--- src/rtl/io_bridge_if.sv ---
// CPU-side bus of the IO bridge: word address, write strobe, write data,
// read data back to the CPU and the hardware interrupt vector.
interface io_bridge_if;
    logic [29:0] Praddr;
    logic        WEcpu;
    logic [31:0] PrDout;
    logic [31:0] PrDin;
    logic [5:0]  HWint;

    // Bridge side: sees CPU requests, returns read data and interrupts.
    modport slave (
        input  Praddr,
        input  WEcpu,
        input  PrDout,
        output PrDin,
        output HWint
    );

    // CPU side: issues requests, consumes read data and interrupts.
    modport master (
        output Praddr,
        output WEcpu,
        output PrDout,
        input  PrDin,
        input  HWint
    );
endinterface

--- src/rtl/io_bridge.sv ---
// io_bridge: decodes CPU accesses onto a 3-word timer window, an input-capture
// register and an output register. Reads are combinational (same cycle);
// writes take effect on the rising edge and are visible the next cycle.
// Optional feature: define IO_BRIDGE_ADDR_ERR_EN to build the sticky
// unmapped-write flag addr_err; otherwise addr_err is tied to 0.
module io_bridge #(
    parameter logic [31:0] TIMER_BASE = 32'h0000_7F00,
    parameter logic [31:0] IN32_ADDR  = 32'h0000_7F10,
    parameter logic [31:0] OUT32_ADDR = 32'h0000_7F20
) (
    input  logic               clk,
    input  logic               rst,
    io_bridge_if.slave         cpu,
    input  logic [31:0]        timer_rd,
    input  logic               timer_irq,
    input  logic [31:0]        in32_pin,
    output logic [1:0]         dev_addr,
    output logic [31:0]        dev_writeData,
    output logic [2:0]         we,
    output logic [31:0]        output_out32,
    output logic               addr_err
);

    logic [31:0] w_byte_addr;
    logic [31:0] w_timer_off;
    logic        w_hit_timer;
    logic        w_hit_in32;
    logic        w_hit_out32;
    logic [31:0] r_out32;
    logic [31:0] r_in32;

    // Full byte address; the timer window is matched by offset so the
    // compare cannot wrap and 0xC past the base falls outside it.
    assign w_byte_addr = {cpu.Praddr, 2'b00};
    assign w_timer_off = w_byte_addr - TIMER_BASE;
    assign w_hit_timer = (w_timer_off < 32'd12);
    assign w_hit_in32  = (w_byte_addr == IN32_ADDR);
    assign w_hit_out32 = (w_byte_addr == OUT32_ADDR);

    assign dev_addr      = cpu.Praddr[1:0];
    assign dev_writeData = cpu.PrDout;
    assign output_out32  = r_out32;
    assign cpu.HWint     = {5'b00000, timer_irq};

    // Write enables and read mux; hits are mutually exclusive so at most
    // one enable is high and unmapped addresses read as zero.
    always_comb begin
        we        = 3'b000;
        cpu.PrDin = 32'h0;
        if (w_hit_timer) begin
            we[0]     = cpu.WEcpu;
            cpu.PrDin = timer_rd;
        end else if (w_hit_in32) begin
            we[2]     = cpu.WEcpu;
            cpu.PrDin = r_in32;
        end else if (w_hit_out32) begin
            we[1]     = cpu.WEcpu;
            cpu.PrDin = r_out32;
        end
    end

    // Output register: loaded from CPU write data when selected.
    always_ff @(posedge clk or negedge rst) begin
        if (!rst) begin
            r_out32 <= 32'h0;
        end else if (we[1]) begin
            r_out32 <= cpu.PrDout;
        end
    end

    // Input capture: a CPU write here samples the pins; write data is ignored.
    always_ff @(posedge clk or negedge rst) begin
        if (!rst) begin
            r_in32 <= 32'h0;
        end else if (we[2]) begin
            r_in32 <= in32_pin;
        end
    end

`ifdef IO_BRIDGE_ADDR_ERR_EN
    logic w_unmapped;
    logic r_addr_err;

    assign w_unmapped = !(w_hit_timer || w_hit_in32 || w_hit_out32);
    assign addr_err   = r_addr_err;

    // Sticky flag: any write to an unmapped address sets it until reset.
    always_ff @(posedge clk or negedge rst) begin
        if (!rst) begin
            r_addr_err <= 1'b0;
        end else if (cpu.WEcpu && w_unmapped) begin
            r_addr_err <= 1'b1;
        end
    end
`else
    assign addr_err = 1'b0;
`endif

endmodule

--- src/flat_wrapper.sv ---
// flat-port wrapper written by rule: the top's interface ports become plain ports
module io_bridge_flat 
#(
    parameter logic [31:0] TIMER_BASE = 32'h0000_7F00,
    parameter logic [31:0] IN32_ADDR  = 32'h0000_7F10,
    parameter logic [31:0] OUT32_ADDR = 32'h0000_7F20
)
  (clk, rst, timer_rd, timer_irq, in32_pin, dev_addr, dev_writeData, we, output_out32, addr_err, cpu_Praddr, cpu_WEcpu, cpu_PrDout, cpu_PrDin, cpu_HWint);
  io_bridge_if cpu_i ();
  input  logic clk;
  input  logic rst;
  input  logic [31:0] timer_rd;
  input  logic timer_irq;
  input  logic [31:0] in32_pin;
  output logic [1:0] dev_addr;
  output logic [31:0] dev_writeData;
  output logic [2:0] we;
  output logic [31:0] output_out32;
  output logic addr_err;
  input wire logic [$bits(cpu_i.Praddr)-1:0] cpu_Praddr;
  input wire logic [$bits(cpu_i.WEcpu)-1:0] cpu_WEcpu;
  input wire logic [$bits(cpu_i.PrDout)-1:0] cpu_PrDout;
  output wire logic [$bits(cpu_i.PrDin)-1:0] cpu_PrDin;
  output wire logic [$bits(cpu_i.HWint)-1:0] cpu_HWint;
  assign cpu_i.Praddr = cpu_Praddr;
  assign cpu_i.WEcpu = cpu_WEcpu;
  assign cpu_i.PrDout = cpu_PrDout;
  assign cpu_PrDin = cpu_i.PrDin;
  assign cpu_HWint = cpu_i.HWint;
  io_bridge #(.TIMER_BASE(TIMER_BASE), .IN32_ADDR(IN32_ADDR), .OUT32_ADDR(OUT32_ADDR)) u_core (.clk(clk), .rst(rst), .cpu(cpu_i), .timer_rd(timer_rd), .timer_irq(timer_irq), .in32_pin(in32_pin), .dev_addr(dev_addr), .dev_writeData(dev_writeData), .we(we), .output_out32(output_out32), .addr_err(addr_err));
endmodule
--- config.mk ---
export PLATFORM = sky130hd
export DESIGN_NAME = io_bridge_flat
export DESIGN_NICKNAME = d
export VERILOG_FILES = /design/src/rtl/io_bridge_if.sv /design/src/rtl/io_bridge.sv /design/src/flat_wrapper.sv
export SDC_FILE = /design/constraint.sdc
export NUM_CORES = 1
export LEC_CHECK = 0
export ABC_AREA = 1
export BUFFER_PORTS_ARGS = -buffer_cell sky130_fd_sc_hd__buf_2
export CAP_MARGIN = 20
export CORE_UTILIZATION = 25
export CTS_CLUSTER_SIZE = 14
export DETAILED_ROUTE_END_ITERATION = 6
export PLACE_DENSITY = 0.56
export SLEW_MARGIN = 25
export SYNTH_ARGS = -nofsm -noshare
export SYNTH_HDL_FRONTEND = slang
export SYNTH_SLANG_ARGS = --single-unit
--- constraint.sdc ---
create_clock -name clk -period 1.92 [get_ports clk]
set_clock_uncertainty 0.2 [all_clocks]
set_input_delay 0.192 -clock clk [delete_from_list [all_inputs] [get_ports clk]]
set_output_delay 0.192 -clock clk [all_outputs]
set_load 0.005 [all_outputs]
# Word-level counts from Yosys, hierarchy flattened
# Index checks and enable logic that the tools add are counted.
[classes]
n_addsub = 1
magnitude_cmp = 1
eq_ne = 2
mux = 8
[op_table]
columns = ["op", "count"]
rows = [
  ["$mux W32", 3],
  ["$eq A30 B13 Y1 const B", 2],
  ["$lt A32 B4 Y1 const B", 1],
  ["$sub A32 B15 Y32 const B", 1],
  ["$mux W1", 4],
  ["$mux W2", 1],
]
[word_totals]
register_bits = 64
in_bits = 130
output_inout_bits = 108

# Depth between registers and ports, before layout
[logic_depth]
ltp_word = 4
ltp_mapped = 15
mapped_depth_nobuf = 14

# Worst setup path after synthesis
# No wires, ideal clock.
[synth_timing]
path_type = "input to output"
startpoint = "input cpu_Praddr[10]"
endpoint = "output cpu_PrDin[10]"
arrival_ns = 1.484
path_slack_ns = 0.044
stages = 15
cell_sequence = "nand2_1 > nor2_4 > nand2_4 > buf_6 > nand2_2 > nand2_1 > nand2_1 > nand2_1 > nor2_1 > nand2_1 > nor2_4 > buf_6 > nand4_1 > nand2_1 > inv_1"
[synth_via]
elab_chain_cells = 4
word_cells_on_any_way = 7
cone_classes = "1 x add/sub; 1 x order compare; 2 x eq/ne; 3 x mux"
[synth_rtl]
columns = ["element", "line", "source"]
rows = [
  ["start: declaration", "flat_wrapper.sv:20", "input wire logic [$bits(cpu_i.Praddr)-1:0] cpu_Praddr;"],
  ["branches (longest 3 deep; another with $sub A32 B15 Y32)", "--", ""],
  ["$mux W32 *", "io_bridge.sv:50", "if (w_hit_timer) begin"],
  ["end: declaration", "flat_wrapper.sv:23", "output wire logic [$bits(cpu_i.PrDin)-1:0] cpu_PrDin;"],
]
# Every way passes the cells marked *.

# Worst setup path in the final report
[layout_timing]
startpoint = "input cpu_Praddr[14]"
endpoint = "output cpu_PrDin[0]"
# Same word-level chain as after synthesis.

==> results.ini <==
[clock_network]
htreeDepth = 3
root_buffer = clkbuf_16
clock_latency_ns = 0.32
cts_made_buffers = 9
cts_sinks = 64
cts_max_path_buffers = 2
tritoncts = done

[setup_path]
crit_family = simple AND/OR/NAND/NOR gates
crit_path_max_incr_delay_ns = 0.16
worstSetupStartpointType = input port
cp-end-kind = primary output
crit_fanout = 9
crit_required_ns = 1.53
crit_path_top_delay_cell = nor2_4
arrival_ns = 2.05
critical_path_class = input port to primary output
critical_path_buf_inv_count = 8
path_cells = buf_8, nor2_4, buf_4, buf_6, nand3_2, inv_1, nand2_1, nand2_1, nand2_1, nor2_1, nand2_1, nor2_4, buf_6, buf_12, nand4_1, nand2_1, inv_1, buf_2
crit_path_frequent_cell = nand2_1

[power_and_ir_drop]
pwr-share-clk_pct = 47.8
cellLeakagePower_nw = 4.853
ir_drop_mv = 0.2902
p_per_area_mw_per_mm2 = 446.0
p_sw_share_pct = 22.93
comb_power_share_pct = 15.3
p_seq_share_pct = 36.9
power_switching_mw = 0.8388
intPower_mw = 2.819
power_mw = 3.658

[final_layout]
final_nets = 1218
antennaDiodeCount = 0
regArea_mm2 = 0.001602
drive_above_1_share_pct = 41.17
area_growth_syn_to_layout_pct = 72.84
final_area_mm2 = 0.008203
fillerInstances = 1927
multi_input_area_mm2 = 0.002661
final_core_util_pct = 44.00
fin_cells = 1327

[placement]
place_inst = 1212
dp_hpwl_um = 12800
port_buffers = 229
gp_congestion = 0.9015
place_area_mm2 = 0.006354

[detailed_routing]
wl_um = 19100
drt_iter0_markers = 201
drc = 0
vias_per_cell = 4.403
wl_per_cell_um = 14.39
drt_first_pass_iters = 5
detail-route-antenna-nets = 0
num_vias = 5843

[logic_synthesis]
synth-seq-cells = 64
ys_seq_area_share_pct = 33.75
syn_area_per_cell_um2 = 6.311
ys_warn_count = 0
netlist_area_mm2 = 0.004746
synth.distinct_cells = 27
synthCells = 752

[timing]
slew_viol_final = 0
finalHoldViolCount = 0
fin_ws_ns = -0.5223
rsz0062_at_grt = true
fin_crit_ns = 2.442
post-route-period-util_pct = 127.2
setup_violations = 91
max_freq_mhz = 409.5
fin_tns_setup_ns = -25.26

[die]
initial_core_util_pct = 25.46
core_mm2 = 0.01864
die_y_um = 139.8
die_x_um = 139.8
dieArea_mm2 = 0.01954
rows = 50
ios = 238

[grt]
grtUsageTotal_pct = 18.81
grt_pass1_vias = 5714
antenna_found_initial = 0
grt_max_degree = 65
grt_pass1_wl_um = 28970
overflow = 0

[outcome]
violations = negative setup slack
status = complete, but fails checks

[hold_path]
hold_class = input port to primary output

[job]
cap_violations = 0

-- power by group through the flow --
stage	combinational [mW]	clock [mW]	sequential (mW)
floorplan	0.168	0	1.37
global placement	0.403	0	1.37
detailed placement	0.402	0	1.37
CTS	0.535	1.80	1.35
global route	0.611	1.84	1.35
finish	0.561	1.75	1.35
-- metrics by stage --
step | setup slack, ns | hold slack (ns)
after floorplan | 0.04359 | -0.3036
after CTS | -0.4337 | 0.1841
after detailed placement | -0.5342 | 0.03859
after global routing | -0.6339 | 0.1840
after global placement | -0.5475 | 0.03904
final | -0.5223 | 0.1840
-- layout by cell type (no fill, tap or decap), types with 14 or more instances in the layout --
cell type      count
buf_12            14
inv_1             77
nand2_1          301
dlygate4sd3_1     65
a21oi_1           19
nor2_1            48
buf_6             25
buf_4             62
buf_2            218
nand2_4           14
nand3_1           19
nand4_1           38
dfrtp_1           64
nand2_2           33
-- synth_stat cells --
| master | instances | area, um2 |
|---|---|---|
| nor3_1 | 6 | 30.03 |
| inv_2 | 5 | 18.77 |
| nor2_4 | 7 | 78.83 |
| inv_1 | 83 | 311.6 |
| dfrtp_1 | 64 | 1602 |
| nor3b_1 | 1 | 7.510 |
| buf_2 | 14 | 70.07 |
| nand3_2 | 1 | 10.01 |
| nor2_1 | 56 | 210.2 |
| nand2_2 | 1 | 6.260 |
| a21oi_1 | 32 | 160.2 |
| nand3_1 | 22 | 110.1 |
| nand3b_1 | 1 | 7.510 |
| clkinv_1 | 1 | 3.750 |
| clkbuf_1 | 12 | 45.04 |
| conb_1 | 1 | 3.750 |
| nand4_2 | 1 | 12.51 |
| nand4_1 | 38 | 237.7 |
| buf_4 | 42 | 315.3 |
| nor3_2 | 2 | 20.02 |
| nand4_4 | 1 | 21.27 |
| buf_6 | 7 | 78.83 |
| nand2_1 | 345 | 1295 |
| nor3_4 | 1 | 16.27 |
| nand2_4 | 2 | 22.52 |
| nor2_2 | 5 | 31.28 |
| nor2_8 | 1 | 20.02 |
-- sequential cells by signal, indices dropped and copies added, names as in the netlist --
signal               cells
u_core.r_in32           32
u_core.output_out32     32
-- cells by family (layout without fill, tap and decap cells) --
family,Yosys count,in the layout,synth area share (%)
simple gates,491,492,45.03
buf+inv,164,499,17.77
flops,64,64,33.75
compound gates,32,32,3.375
other cells,1,6,0.07902
-- path summary, 6_finish.rpt --
| path | cells after the start | startpoint | slack, ns | end |
|---|---|---|---|---|
| worst max-delay path | 18 | cpu_Praddr[14] | -0.52 | cpu_PrDin[0] |
| worst min-delay path | 0 | timer_irq | 0.18 | cpu_HWint[0] |
| worst max register to register | 2 | u_core.output_out32[31]$_DFFE_PN0P_ | 1.01 | u_core.output_out32[31]$_DFFE_PN0P_ |
| worst min register to register | 2 | u_core.r_in32[28]$_DFFE_PN0P_ | 0.28 | u_core.r_in32[28]$_DFFE_PN0P_ |
| max in group asynchronous | 3 | rst | 1.01 | u_core.r_in32[11]$_DFFE_PN0P_ |
| min in group asynchronous | 3 | rst | 0.21 | u_core.output_out32[2]$_DFFE_PN0P_ |
-- repair_timing --
| item | in CTS | in global routing |
|---|---|---|
| gates cloned | 6 | 4 |
| pin swaps | 8 | 21 |
| resized for setup | 69 | 71 |
| endpoints found under the hold margin | 128 | 0 |
| hold buffers | 65 | 0 |
| setup buffers | 14 | 12 |
| endpoints found under the setup margin | 35 | 89 |
-- routing by layer --
| layer | GRT usage (%) | wire length (um) | vias to the layer above |
|---|---|---|---|
| met3 | 3.166 | 952 | 13 |
| met1 | 23.38 | 8403 | 2712 |
| li1 | - | - | 2937 |
| met4 | 4.511 | 203 | 0 |
| met5 | 0 | 0 | - |
| met2 | 33.61 | 9542 | 181 |
-- area by class of cell --
| type | instances | share of cell area [%] |
|---|---|---|
| Timing Repair Buffer | 394 | 36.47 |
| Clock buffer | 10 | 2.913 |
| Inverter | 89 | 4.073 |
| Multi-Input combinational cell | 530 | 32.44 |
| Sequential cell | 64 | 19.52 |
| Clock inverter | 6 | 1.007 |
| Tap cell | 234 | 3.569 |
Note: power is estimated with default switching activity, not from simulation.
